`config.mk`:
```
export PLATFORM = sky130hd
export DESIGN_NAME = mem_access_stage
export DESIGN_NICKNAME = d
export VERILOG_FILES = /design/src/rtl/mem_pkg.sv /design/src/rtl/mem_beat_sequencer.sv /design/src/rtl/mem_access_stage.sv
export SDC_FILE = /design/constraint.sdc
export NUM_CORES = 1
export LEC_CHECK = 0
export BUFFER_PORTS_ARGS = -buffer_cell sky130_fd_sc_hd__buf_2
export CELL_PAD_IN_SITES_DETAIL_PLACEMENT = 1
export CELL_PAD_IN_SITES_GLOBAL_PLACEMENT = 2
export CORE_AREA = 2 2 291 293
export DETAILED_ROUTE_END_ITERATION = 8
export DIE_AREA = 0 0 293 295
export PLACE_DENSITY = 0.74
export SYNTH_ARGS = -nofsm -noshare
export SYNTH_HDL_FRONTEND = slang
export SYNTH_SLANG_ARGS = --single-unit
export TNS_END_PERCENT = 100
```
`constraint.sdc`:
```
create_clock -name clk -period 3.65 [get_ports clk]
set_clock_uncertainty 0.15 [all_clocks]
set_input_delay 0.1825 -clock clk [delete_from_list [all_inputs] [get_ports clk]]
set_output_delay 0.1825 -clock clk [all_outputs]
set_load 0.01 [all_outputs]
```
`src/rtl/mem_pkg.sv`:
```
// mem_pkg: shared widths, beat-index type and FSM state enum for the MEM stage.
package mem_pkg;
    localparam int VEC_W   = 192;
    localparam int BEAT_W  = 64;
    localparam int BEATS   = VEC_W / BEAT_W;
    localparam int ADDR_W  = 32;
    localparam int BEAT_IW = $clog2(BEATS);
    typedef logic [BEAT_IW-1:0] beat_t;
    typedef enum logic [1:0] {IDLE, BUSY, DONE} state_t;
endpackage

```
`src/rtl/mem_beat_sequencer.sv`:
```
// mem_beat_sequencer: IDLE/BUSY/DONE FSM, beat counter and memory handshake.
// Ports: clk, rst_n (async, active-low); mem_op/vector describe the pending op;
// mem_ready is the memory handshake; state/beat/beat_done feed the datapath;
// stall freezes upstream; mem_req is the beat request valid.
module mem_beat_sequencer
    import mem_pkg::*;
(
    input  logic   clk,
    input  logic   rst_n,
    input  logic   mem_op,
    input  logic   vector,
    input  logic   mem_ready,
    output state_t state,
    output beat_t  beat,
    output logic   beat_done,
    output logic   stall,
    output logic   mem_req
);
    state_t next_state;
    beat_t  next_beat;
    logic   last;

    always_ff @(posedge clk or negedge rst_n) begin
        if (!rst_n) begin
            state <= IDLE;
            beat  <= '0;
        end else begin
            state <= next_state;
            beat  <= next_beat;
        end
    end

    always_comb begin
        next_state = state;
        next_beat  = beat;
        mem_req    = state == BUSY;
        beat_done  = mem_req && mem_ready;
        last       = vector ? beat == beat_t'(BEATS - 1) : beat == '0;
        // gated by rst_n so an abandoned access releases upstream immediately
        stall      = rst_n && ((state == IDLE && mem_op) || state == BUSY);
        case (state)
            IDLE: if (mem_op) begin
                next_state = BUSY;
                next_beat  = '0;
            end
            BUSY: if (beat_done) begin
                if (last) next_state = DONE;
                else next_beat = beat + beat_t'(1);
            end
            default: next_state = IDLE;
        endcase
    end
endmodule

```
`src/rtl/mem_access_stage.sv`:
```
// mem_access_stage: pipeline MEM stage serializing scalar/vector accesses into 64-bit beats.
// Ports: clk, rst_n (async, active-low); EX/MEM inputs (*_in, alu_in, mux1_in, RR_in);
// memory port (mem_req, mem_we, mem_addr, mem_wdata, mem_rdata, mem_ready);
// stall to upstream; registered MEM/WB outputs (*_out, result_out, RR_out).
// Optional MEM_ACCESS_STATS_EN adds stall_cycles and mem_beats counters.
module mem_access_stage
    import mem_pkg::*;
(
    input  logic              clk,
    input  logic              rst_n,
    input  logic              MemToReg_in,
    input  logic              MemRead_in,
    input  logic              MemWrite_in,
    input  logic              VectorOp_in,
    input  logic              RegSWrite_in,
    input  logic              RegVWrite_in,
    input  logic [VEC_W-1:0]  alu_in,
    input  logic [VEC_W-1:0]  mux1_in,
    input  logic [3:0]        RR_in,
    output logic              stall,
    output logic              mem_req,
    output logic              mem_we,
    output logic [ADDR_W-1:0] mem_addr,
    output logic [BEAT_W-1:0] mem_wdata,
    input  logic [BEAT_W-1:0] mem_rdata,
    input  logic              mem_ready,
    output logic              MemToReg_out,
    output logic              RegSWrite_out,
    output logic              RegVWrite_out,
    output logic [VEC_W-1:0]  result_out,
    output logic [3:0]        RR_out
`ifdef MEM_ACCESS_STATS_EN
    ,
    output logic [31:0]       stall_cycles,
    output logic [31:0]       mem_beats
`endif
);
    state_t            state;
    beat_t             beat;
    logic              beat_done;
    logic              mem_op;
    logic              load;
    logic              capture;
    logic [VEC_W-1:0]  rbuf;

    // a store wins when both read and write are requested
    assign mem_op    = MemRead_in || MemWrite_in;
    assign load      = MemRead_in && !MemWrite_in;
    assign capture   = state == DONE || (state == IDLE && !mem_op);
    assign mem_we    = mem_req && MemWrite_in;
    assign mem_addr  = mem_req ? alu_in[ADDR_W-1:0] + ADDR_W'(beat) : '0;
    assign mem_wdata = mem_req ? mux1_in[beat*BEAT_W +: BEAT_W] : '0;

    mem_beat_sequencer u_seq (
        .clk       (clk),
        .rst_n     (rst_n),
        .mem_op    (mem_op),
        .vector    (VectorOp_in),
        .mem_ready (mem_ready),
        .state     (state),
        .beat      (beat),
        .beat_done (beat_done),
        .stall     (stall),
        .mem_req   (mem_req)
    );

    always_ff @(posedge clk or negedge rst_n) begin
        if (!rst_n) rbuf <= '0;
        else if (state == IDLE && mem_op) rbuf <= '0;
        else if (beat_done && load) rbuf[beat*BEAT_W +: BEAT_W] <= mem_rdata;
    end

    // bubble while an access is pending: write enables drop, data holds
    always_ff @(posedge clk or negedge rst_n) begin
        if (!rst_n) begin
            MemToReg_out  <= 1'b0;
            RegSWrite_out <= 1'b0;
            RegVWrite_out <= 1'b0;
            result_out    <= '0;
            RR_out        <= '0;
        end else if (capture) begin
            MemToReg_out  <= MemToReg_in;
            RegSWrite_out <= RegSWrite_in;
            RegVWrite_out <= RegVWrite_in;
            RR_out        <= RR_in;
            result_out    <= (state == DONE && load) ?
                             (VectorOp_in ? rbuf : VEC_W'(rbuf[BEAT_W-1:0])) : alu_in;
        end else begin
            RegSWrite_out <= 1'b0;
            RegVWrite_out <= 1'b0;
        end
    end

`ifdef MEM_ACCESS_STATS_EN
    always_ff @(posedge clk or negedge rst_n) begin
        if (!rst_n) begin
            stall_cycles <= '0;
            mem_beats    <= '0;
        end else begin
            if (stall && !(&stall_cycles)) stall_cycles <= stall_cycles + 32'd1;
            if (beat_done) mem_beats <= mem_beats + 32'd1;
        end
    end
`endif
endmodule

```
== After elaboration in Yosys (flattened, before gate mapping) ==
Index checks and enable logic that the tools add are counted.

* Register bits after elaboration: 395
* Bits in latches: 0
* RAM bits: 0
* Bits in read-only memories: 0
* Input port bits: 461
* Output and inout bits: 298
* Logic and storage cells: 58
* Memories kept: 0

* $add $sub $neg: 3
* $mul: 0
* Divide/modulo/power cells: 0
* Magnitude comparators: 0
* Equality and inequality tests: 7
* Shifts and indexed selects: 3
* Multiplexer cells: 18
* Bitwise operators: 0
* Reductions and logical operators: 19

{| class="wikitable"
|+ Operators by type and width
! cell !! number
|-
| 192-bit two-way mux || 4
|-
| 192-bit bitwise mux || 1
|-
| 64-bit by 34-bit variable shift with 192-bit output (first input constant) || 1
|-
| 192-bit by 9-bit indexed part select with 64-bit output || 1
|-
| 64-bit by 34-bit indexed part select with 192-bit output || 1
|-
| 64-bit two-way mux || 1
|-
| 8-bit negation with 34-bit output || 1
|-
| 32-bit by 2-bit adder with 32-bit output || 1
|-
| 32-bit two-way mux || 1
|-
| 2-bit two-way mux || 6
|-
| 1-bit logical AND || 8
|-
| 2-bit one-hot mux with 2 select lines || 2
|-
| 2-bit == test (second input constant) || 2
|-
| 2-bit zero test || 2
|-
| 2-bit by 1-bit != test with 1-bit output (second input constant) || 2
|-
| 2-bit != test (second input constant) || 2
|-
| 4-bit AND reduction || 1
|-
| 2-bit nonzero test || 2
|-
| 1-bit logical OR || 3
|-
| 1-bit two-way mux || 3
|-
| 3-bit AND reduction || 1
|-
| 2-bit by 1-bit adder with 2-bit output (second input constant) || 1
|-
| 2-bit by 1-bit == test with 1-bit output (second input constant) || 1
|-
| 1-bit zero test || 2
|}

== Depth between registers and ports, before layout ==
Gate-level depths: netlist of run 1.

* Depth in word-level cells: 5
* Mapped depth: 10
* Mapped depth without buffers: 6

== By module ==
A second synthesis of run 1 with hierarchy kept.

* Cell total of the unflattened synthesis: 1,917
* Area total of the unflattened synthesis: 18,460.2 um2

{| class="wikitable"
|+ Modules (own cells, without submodules)
! module !! times used !! cells each !! area an instance (um2) !! sequential area each (um2)
|-
| mem_access_stage || 1 || 1,892 || 18,210.0 || 9,784.4
|-
| mem_beat_sequencer || 1 || 25 || 250.2 || 100.1
|}

== Worst setup path after synthesis of run 1 ==
OpenSTA, ideal clock, no wires.

* Path kind: flip-flop to output port
* Start point: reg u_seq.beat[0]
* End point: out mem_addr[22]
* Arrival time: 2.161 ns
* Required time: 3.317 ns
* Slack: 1.157 ns
* Cell stages (with the launch flop): 9
* Cells stage by stage: dfrtp_1 > ha_1 > fa_1 > nand4_1 > or3_1 > buf_2 > buf_2 > or3_1 > a21oi_1

* Longest elaborated chain between the ends: 2

{| class="wikitable"
|+ RTL lines
! item !! RTL line !! source
|-
| start: declaration || mem_beat_sequencer.sv:14 || <nowiki>output beat_t beat,</nowiki>
|-
| start signal: assignment || mem_beat_sequencer.sv:29 || <nowiki>beat <= next_beat;</nowiki>
|-
| 32-bit by 2-bit adder with 32-bit output || mem_access_stage.sv:51 || <nowiki>assign mem_addr = mem_req ? alu_in[ADDR_W-1:0] + ADDR_W'(beat) : '0;</nowiki>
|-
| 32-bit two-way mux || mem_access_stage.sv:51 ||
|-
| end: declaration || mem_access_stage.sv:23 || <nowiki>output logic [ADDR_W-1:0] mem_addr,</nowiki>
|}

Every way passes these cells.

== Final worst setup path of run 1 ==
* Start point: reg u_seq.beat[0]
* End point: out mem_addr[28]

The elaborated chain is that of the path after synthesis.

==> metrics.md, run 1 <==
| Metric | Value |
|---|---|
| Status | finished, final reports clean |
| Layout fillers | 9775 |
| F_max | 289 MHz |
| Crit-path slowest cell | or3_4 |
| Peak supply drop | 328 uV |
| Number of antenna violations at the first check in global routing | 24 |
| First-pass GRT wire length | 133 mm |
| DRC Markers | 0 |
| Hold Vio Cnt, Final | 0 |
| Final worst-path cycle share | 94.9% |
| Synth unique cells | 41 |
| Hold path cells | 3 |
| Post-synth top area share | 53.5% |
| DRT iter0 DRCs | 938 |
| Hold_ws | 0.0697 ns |
| Area leader, netlist | dfrtp_1 |
| Slew Viols, Final | 0 |
| Root Buffer | clkbuf_16 |
| ANT nets after route | 0 |
| Startpoint Class | register |
| Vias in the first global route | 20700 |
| Syn-to-layout area delta | 50.2% |
| Initial Util | 22.2% |
| Die width | 293 um |
| Share of cells above drive strength 1 | 30.8% |
| Register bit total from synthesis | 395 |
| Tmin final | 3.46 ns |
| Most used routing layer | met2 |
| CTS buffer count | 48 |
| Synth Instances | 1910 |
| GRT met2 Usage | 35.4% |
| Synth cell count leaders | dfrtp_1, nor2_1, a22o_1, a21oi_1, nand2_1 |
| Type of the worst setup path | register to primary output |
| EDFF count, synth | 0 |
| Setup violations, final | 0 |
| Met1 usage | 24.7% |
| WP data arrival | 3.13 ns |
| CP Cell Sequence | ha_1, fa_1, nand4_1, or3_4, or4_1, a21oi_1, buf_2 |
| Drt total wl | 90.2 mm |
| Largest net degree at the start of global routing | 197 |
| Dpl ws | 0.434 ns |
| Hpwl dp | 64.7 mm |
| CTS clk-pin slew, worst paths | 0.06 ns |
| Syn avg cell area | 9.68 um2 |
| Synth Cell Area | 18500 um2 |
| Gr ovfl total | 0 |
| Clock Latency Late Sink | 0.59 ns |
| Core area | 83200 um2 |
| H-tree Lvls | 2 |
| CTS sink count | 395 |
| Row cnt | 106 |
| RSZ-0062 raised after global routing | false |
| Max clock buf depth | 3 |
| DRT Pass-1 Iters | 5 |
| Data required time at the worst endpoint | 3.32 ns |
| Post-synthesis sequential area ratio | 53.5% |
| Routability Congestion | 0.868 |
| Max_slew headroom | 31.5% |
| Mapped Nets | 2377 |
| Crit end category | primary output |
| Die Area | 86400 um2 |
| I/O Buffers | 758 |
| Main synth FF type | dfrtp_1 |
| Average wire per cell in the routed design | 22.7 um |
| Vias/cell | 4.82 |
| FF-to-FF path depth | 8 |
| FF/Latch Area | 9890 um2 |
| Area occupied by multi-input gates | 7980 um2 |
| # nets final | 3305 |
| CP max FO | 17 |
| Leakage power figure | 13.4 nW |
| YS warnings | 0 |
| Worst slew pin tran | 1.03 ns |
| Vias | 19100 |
| Synth area leaders | dfrtp_1, a22o_1, mux2i_1 |
| Top Ports | 759 |
| Most frequent cell after synthesis | dfrtp_1 |
| Die Y-Extent | 295 um |
| GRT Total Usage | 20.2% |
| TritonCTS clock tree | yes |
| Hold WC Path Type | input pin to register |
| GR Layer Usage met3 | 3.82% |
| Worst Slack Setup Final | 0.187 ns |
| Critical path's largest stage delay | 0.55 ns |
| Max Cap Violations | 0 |
| Power Dens Cells | 681 nW/um2 |
| Ys async rst share | 100% |
| Fin Setup TNS | 0 ns |
==> routing by layer <==
metal	wire length [um]	vias to the layer above	share of wire, %
met4	3120	24	3.5
met2	45000	661	50
met1	37300	9561	41
met3	4670	151	5.2
li1	-	8734	-
met5	156	-	0.17
==> worst max-delay path, delay by kind of cell (launching register included) <==
kind / cells / cell delay, ns
AOI/OAI and AO/OA: 1 / 0.20
adders and majority gates: 2 / 0.53
buffers and inverters: 1 / 0.18
DFF: 1 / 0.36
and+or+nand+nor: 3 / 1.30
==> worst paths after layout <==
path	from	to	slack [ns]
worst max-delay path	u_seq.beat[0]$_DFFE_PN0P_	mem_addr[28]	0.19
worst min-delay path	VectorOp_in	result_out[68]$_DFFE_PN0N_	0.07
worst max register to register	u_seq.beat[0]$_DFFE_PN0P_	rbuf[106]$_DFFE_PN0P_	0.44
worst min register to register	MemToReg_out$_DFFE_PN0N_	MemToReg_out$_DFFE_PN0N_	0.35
max in group asynchronous	rst_n	rbuf[64]$_DFFE_PN0P_	1.56
min in group asynchronous	rst_n	result_out[115]$_DFFE_PN0N_	0.50
==> registers in the layout, indices dropped and copies added, names as in the netlist <==
name           flops
rbuf             192
result_out       192
RR_out             4
u_seq.beat         2
u_seq.state        2
MemToReg_out       1
RegSWrite_out      1
RegVWrite_out      1
==> logic make-up (layout without fill, tap and decap cells) <==
logic type      count (synthesis)  in the layout  synth area share [%]
compound gates                501            501                  18.7
xor+xnor                        8              8                 0.379
fa+ha+maj                       6              6                 0.447
buf+inv                       182           1148                  3.82
flops                         395            395                  53.5
mux                           135            135                  7.34
other cells                     0             10                     0
simple gates                  683            683                  15.8
==> cells in the final DEF (no fill, tap or decap), types with 6 or more instances in the layout <==
| master | instances |
|---|---|
| or4_1 | 13 |
| a22o_1 | 193 |
| dlygate4sd3_1 | 266 |
| nand4_1 | 9 |
| clkbuf_1 | 12 |
| dfrtp_1 | 393 |
| buf_4 | 16 |
| a31oi_1 | 131 |
| o31ai_1 | 12 |
| clkbuf_16 | 48 |
| and2_1 | 7 |
| nand3_1 | 138 |
| nand2_1 | 145 |
| o21ai_0 | 7 |
| xnor2_1 | 7 |
| clkinv_2 | 7 |
| diode_2 | 10 |
| buf_12 | 14 |
| nor2_1 | 334 |
| a21oi_1 | 147 |
| clkbuf_8 | 8 |
| buf_2 | 756 |
| mux2i_1 | 130 |
| inv_1 | 6 |
==> layout make-up <==
cell class	instances	share of cell area (%)
clock buffers	68	4.89
multi-input cells	1333	28.7
clock inverters	20	0.987
repair buffers	1053	24.7
inverters	7	0.0946
flip-flops and latches	395	35.6
well taps	1080	4.87
diodes	10	0.0901
==> report_power, final <==
group	total, mW	internal, mW	leakage [nW]	switching, mW
combinational	7.59	2.87	7.70	4.73
clock	4.93	2.90	0.794	2.03
sequential	6.37	5.61	4.93	0.759
==> per-stage QoR <==
step                instance area [um2]  util [%]  std cells  power [mW]
floorplan                         18500         -       1910        10.2
global placement                  23400      28.1       3600        13.6
detailed placement                23400      28.1       3600        13.9
CTS                               27700      33.3       3955        19.1
global route                      27800      33.4       3962        20.1
finish                            27800      33.4       3966        18.9
==> timing repair <==
item,CTS,global route
resized for setup,1,1
pin swaps,0,1
hold buffers,267,0
setup buffers,0,1
setup endpoints to repair,7,8
endpoints found under the hold margin,484,0
Note: power is estimated with default switching activity, not from simulation.
==> run 2: changes to the inputs <==
--- a/config.mk
+++ b/config.mk
@@ -5,7 +5,7 @@
 export SDC_FILE = /design/constraint.sdc
 export NUM_CORES = 1
 export LEC_CHECK = 0
-export BUFFER_PORTS_ARGS = -buffer_cell sky130_fd_sc_hd__buf_2
+export BUFFER_PORTS_ARGS = -buffer_cell sky130_fd_sc_hd__buf_4
 export CELL_PAD_IN_SITES_DETAIL_PLACEMENT = 1
 export CELL_PAD_IN_SITES_GLOBAL_PLACEMENT = 2
 export CORE_AREA = 2 2 291 293
==> run 2 against run 1 <==
First-iteration DRC count down 0.85%. Critical endpoint is now mem_addr[14]. Largest cell class unchanged. Register-to-register slack barely moved. Via count up 0.15%. Die area is the same. Power is 6.2% higher. Utilization rose by 2.4 points. Final area up 7.1%. Sequential power is 1% higher.
==> metrics.md, run 2 (synthesized netlist as in run 1, its figures left out) <==
| Metric | Value |
|---|---|
| ANT nets after route | 0 |
| FF-to-FF path depth | 8 |
| Crit end category | primary output |
| Dpl ws | 0.408 ns |
| Slew Viols, Final | 0 |
| H-tree Lvls | 2 |
| WP data arrival | 3.13 ns |
| Crit Reg-Reg Endpoint | rbuf[144]$_DFFE_PN0P_ |
| Gr ovfl total | 0 |
| Die Area | 86400 um2 |
| Worst Slack Setup Final | 0.188 ns |
| Setup violations, final | 0 |
| Drt total wl | 91.6 mm |
| CTS clk-pin slew, worst paths | 0.06 ns |
| First-pass GRT wire length | 134 mm |
| Leakage power figure | 14.1 nW |
| Startpoint Class | register |
| Status | finished, final reports clean |
| Net Sw Power | 7.68 mW |
| Worst Hold Endpoint | result_out[70]$_DFFE_PN0N_ |
| I/O Buffers | 758 |
| Worst slew pin tran | 0.917 ns |
| Comb pwr share | 43.4% |
| Vias | 19200 |
| Worst R2R Setup Slack | 0.44 ns |
| Net Sw Frac | 38.3% |
| Clock Latency Late Sink | 0.58 ns |
| Power Dens Cells | 675 nW/um2 |
| Root Buffer | clkbuf_16 |
| FF/Latch Area | 9890 um2 |
| Hold Vio Cnt, Final | 0 |
| Max_slew headroom | 38.8% |
| F_max | 289 MHz |
| CTS sink count | 395 |
| CP max FO | 17 |
| Tot Pwr | 20.1 mW |
| Clock power frac | 24.5% |
| Fin cells | 3980 |
| Die width | 293 um |
| CTS buffer count | 49 |
| Hpwl dp | 66.9 mm |
| Number of antenna violations at the first check in global routing | 17 |
| Initial Util | 22.2% |
| Int Pwr | 12.4 mW |
| Layout fillers | 9472 |
| Core area | 83200 um2 |
| Syn-to-layout area delta | 60.8% |
| Type of the worst setup path | register to primary output |
| # nets final | 3322 |
| Inst Count DP | 3614 |
| Vias in the first global route | 20700 |
| Max clock buf depth | 3 |
| Most frequent cells in the layout | buf_4, dfrtp_1, nor2_1 |
| Data required time at the worst endpoint | 3.32 ns |
| DRC Markers | 0 |
| Worst R2R Start | u_seq.beat[1]$_DFFE_PN0P_ |
| Top Ports | 759 |
| Max Cap Violations | 0 |
| Reg power frac | 32.2% |
| Peak supply drop | 478 uV |
| Largest net degree at the start of global routing | 147 |
| Commonest non-fill, non-tap cell in the layout | buf_4 |
| Hold WC Path Type | input pin to register |
| Hold wc startpoint | VectorOp_in |
| Vias/cell | 4.81 |
| Area occupied by multi-input gates | 7990 um2 |
| TritonCTS clock tree | yes |
| DRT Pass-1 Iters | 4 |
| Die Y-Extent | 295 um |
| GRT Total Usage | 20.4% |
| Tmin final | 3.46 ns |
| DRT iter0 DRCs | 930 |
| Cell Area, Placed | 25400 um2 |
| Share of cells above drive strength 1 | 31.2% |
| Average wire per cell in the routed design | 23.0 um |
| Hold path cells | 3 |
| Final worst-path cycle share | 94.9% |
| Row cnt | 106 |
| Final design area excluding fillers | 29700 um2 |
| Routability Congestion | 0.870 |
| Top Registers | rbuf x192, result_out x192, RR_out x4 |
-- run 2: area by class of cell --
| class | instances | area share, % |
|---|---|---|
| Inverter | 7 | 0.0884 |
| Clock inverter | 18 | 0.690 |
| Clock buffer | 69 | 4.71 |
| Multi-Input combinational cell | 1334 | 26.9 |
| Antenna cell | 9 | 0.0757 |
| Sequential cell | 395 | 33.3 |
| Tap cell | 1080 | 4.54 |
| Timing Repair Buffer | 1068 | 29.8 |
-- run 2: power by group through the flow --
| stage | Combinational, mW | Clock, mW | Sequential [mW] |
|---|---|---|---|
| after floorplan | 3.44 | 0 | 6.78 |
| after global placement | 8.33 | 0 | 6.47 |
| after detailed placement | 8.48 | 0 | 6.53 |
| after CTS | 8.81 | 5.04 | 6.46 |
| after global routing | 9.40 | 5.23 | 6.59 |
| final | 8.70 | 4.91 | 6.45 |
-- run 2: worst max-delay path, cell delays in order, from the launching register on --
cell and delay (ns):
dfrtp_2 0.37, ha_1 0.22, fa_1 0.32, nand4_1 0.28, or3_4 0.50, or4_1 0.53, a21oi_1 0.18, buf_4 0.15
-- run 2: how the worst max path moves through the flow --
stage                         startpoint               endpoint  slack, ns
2_1_floorplan  u_seq.beat[0]$_DFFE_PN0P_           mem_addr[22]       1.16
3_3_place_gp   u_seq.beat[0]$_DFFE_PN0P_  rbuf[161]$_DFFE_PN0P_       0.45
3_5_place_dp   u_seq.beat[0]$_DFFE_PN0P_  rbuf[185]$_DFFE_PN0P_       0.41
4_1_cts        u_seq.beat[0]$_DFFE_PN0P_          mem_wdata[40]       0.02
5_1_grt        u_seq.beat[0]$_DFFE_PN0P_           mem_addr[14]     -0.008
6_report       u_seq.beat[0]$_DFFE_PN0P_           mem_addr[14]       0.19
-- run 2: per-stage QoR --
| step | util (%) | TNS, ns | hold WS, ns |
|---|---|---|---|
| 6_report | 35.8 | 0 | 0.00279 |
| 5_1_grt | 35.7 | -0.00821 | 0.0249 |
| 4_1_cts | 35.7 | 0 | 0.000689 |
| 3_5_place_dp | 30.5 | 0 | -0.0466 |
| 3_3_place_gp | 30.5 | 0 | -0.0490 |
| 2_1_floorplan | - | 0 | -0.263 |
-- run 2: what timing repair did --
action | in CTS | in global routing
buffers inserted | 0 | 1
hold endpoints to repair | 589 | 0
gates cloned | 1 | 0
setup endpoints to repair | 45 | 45
pin swaps | 1 | 2
gates resized for setup | 2 | 2
hold buffers | 268 | 0
-- run 2: metal layers --
layer | GRT usage (%) | routed length [um]
met1 | 24.2 | 36400
met2 | 36.6 | 46900
met3 | 4.29 | 5390
met4 | 6.80 | 2900
met5 | 0 | 86
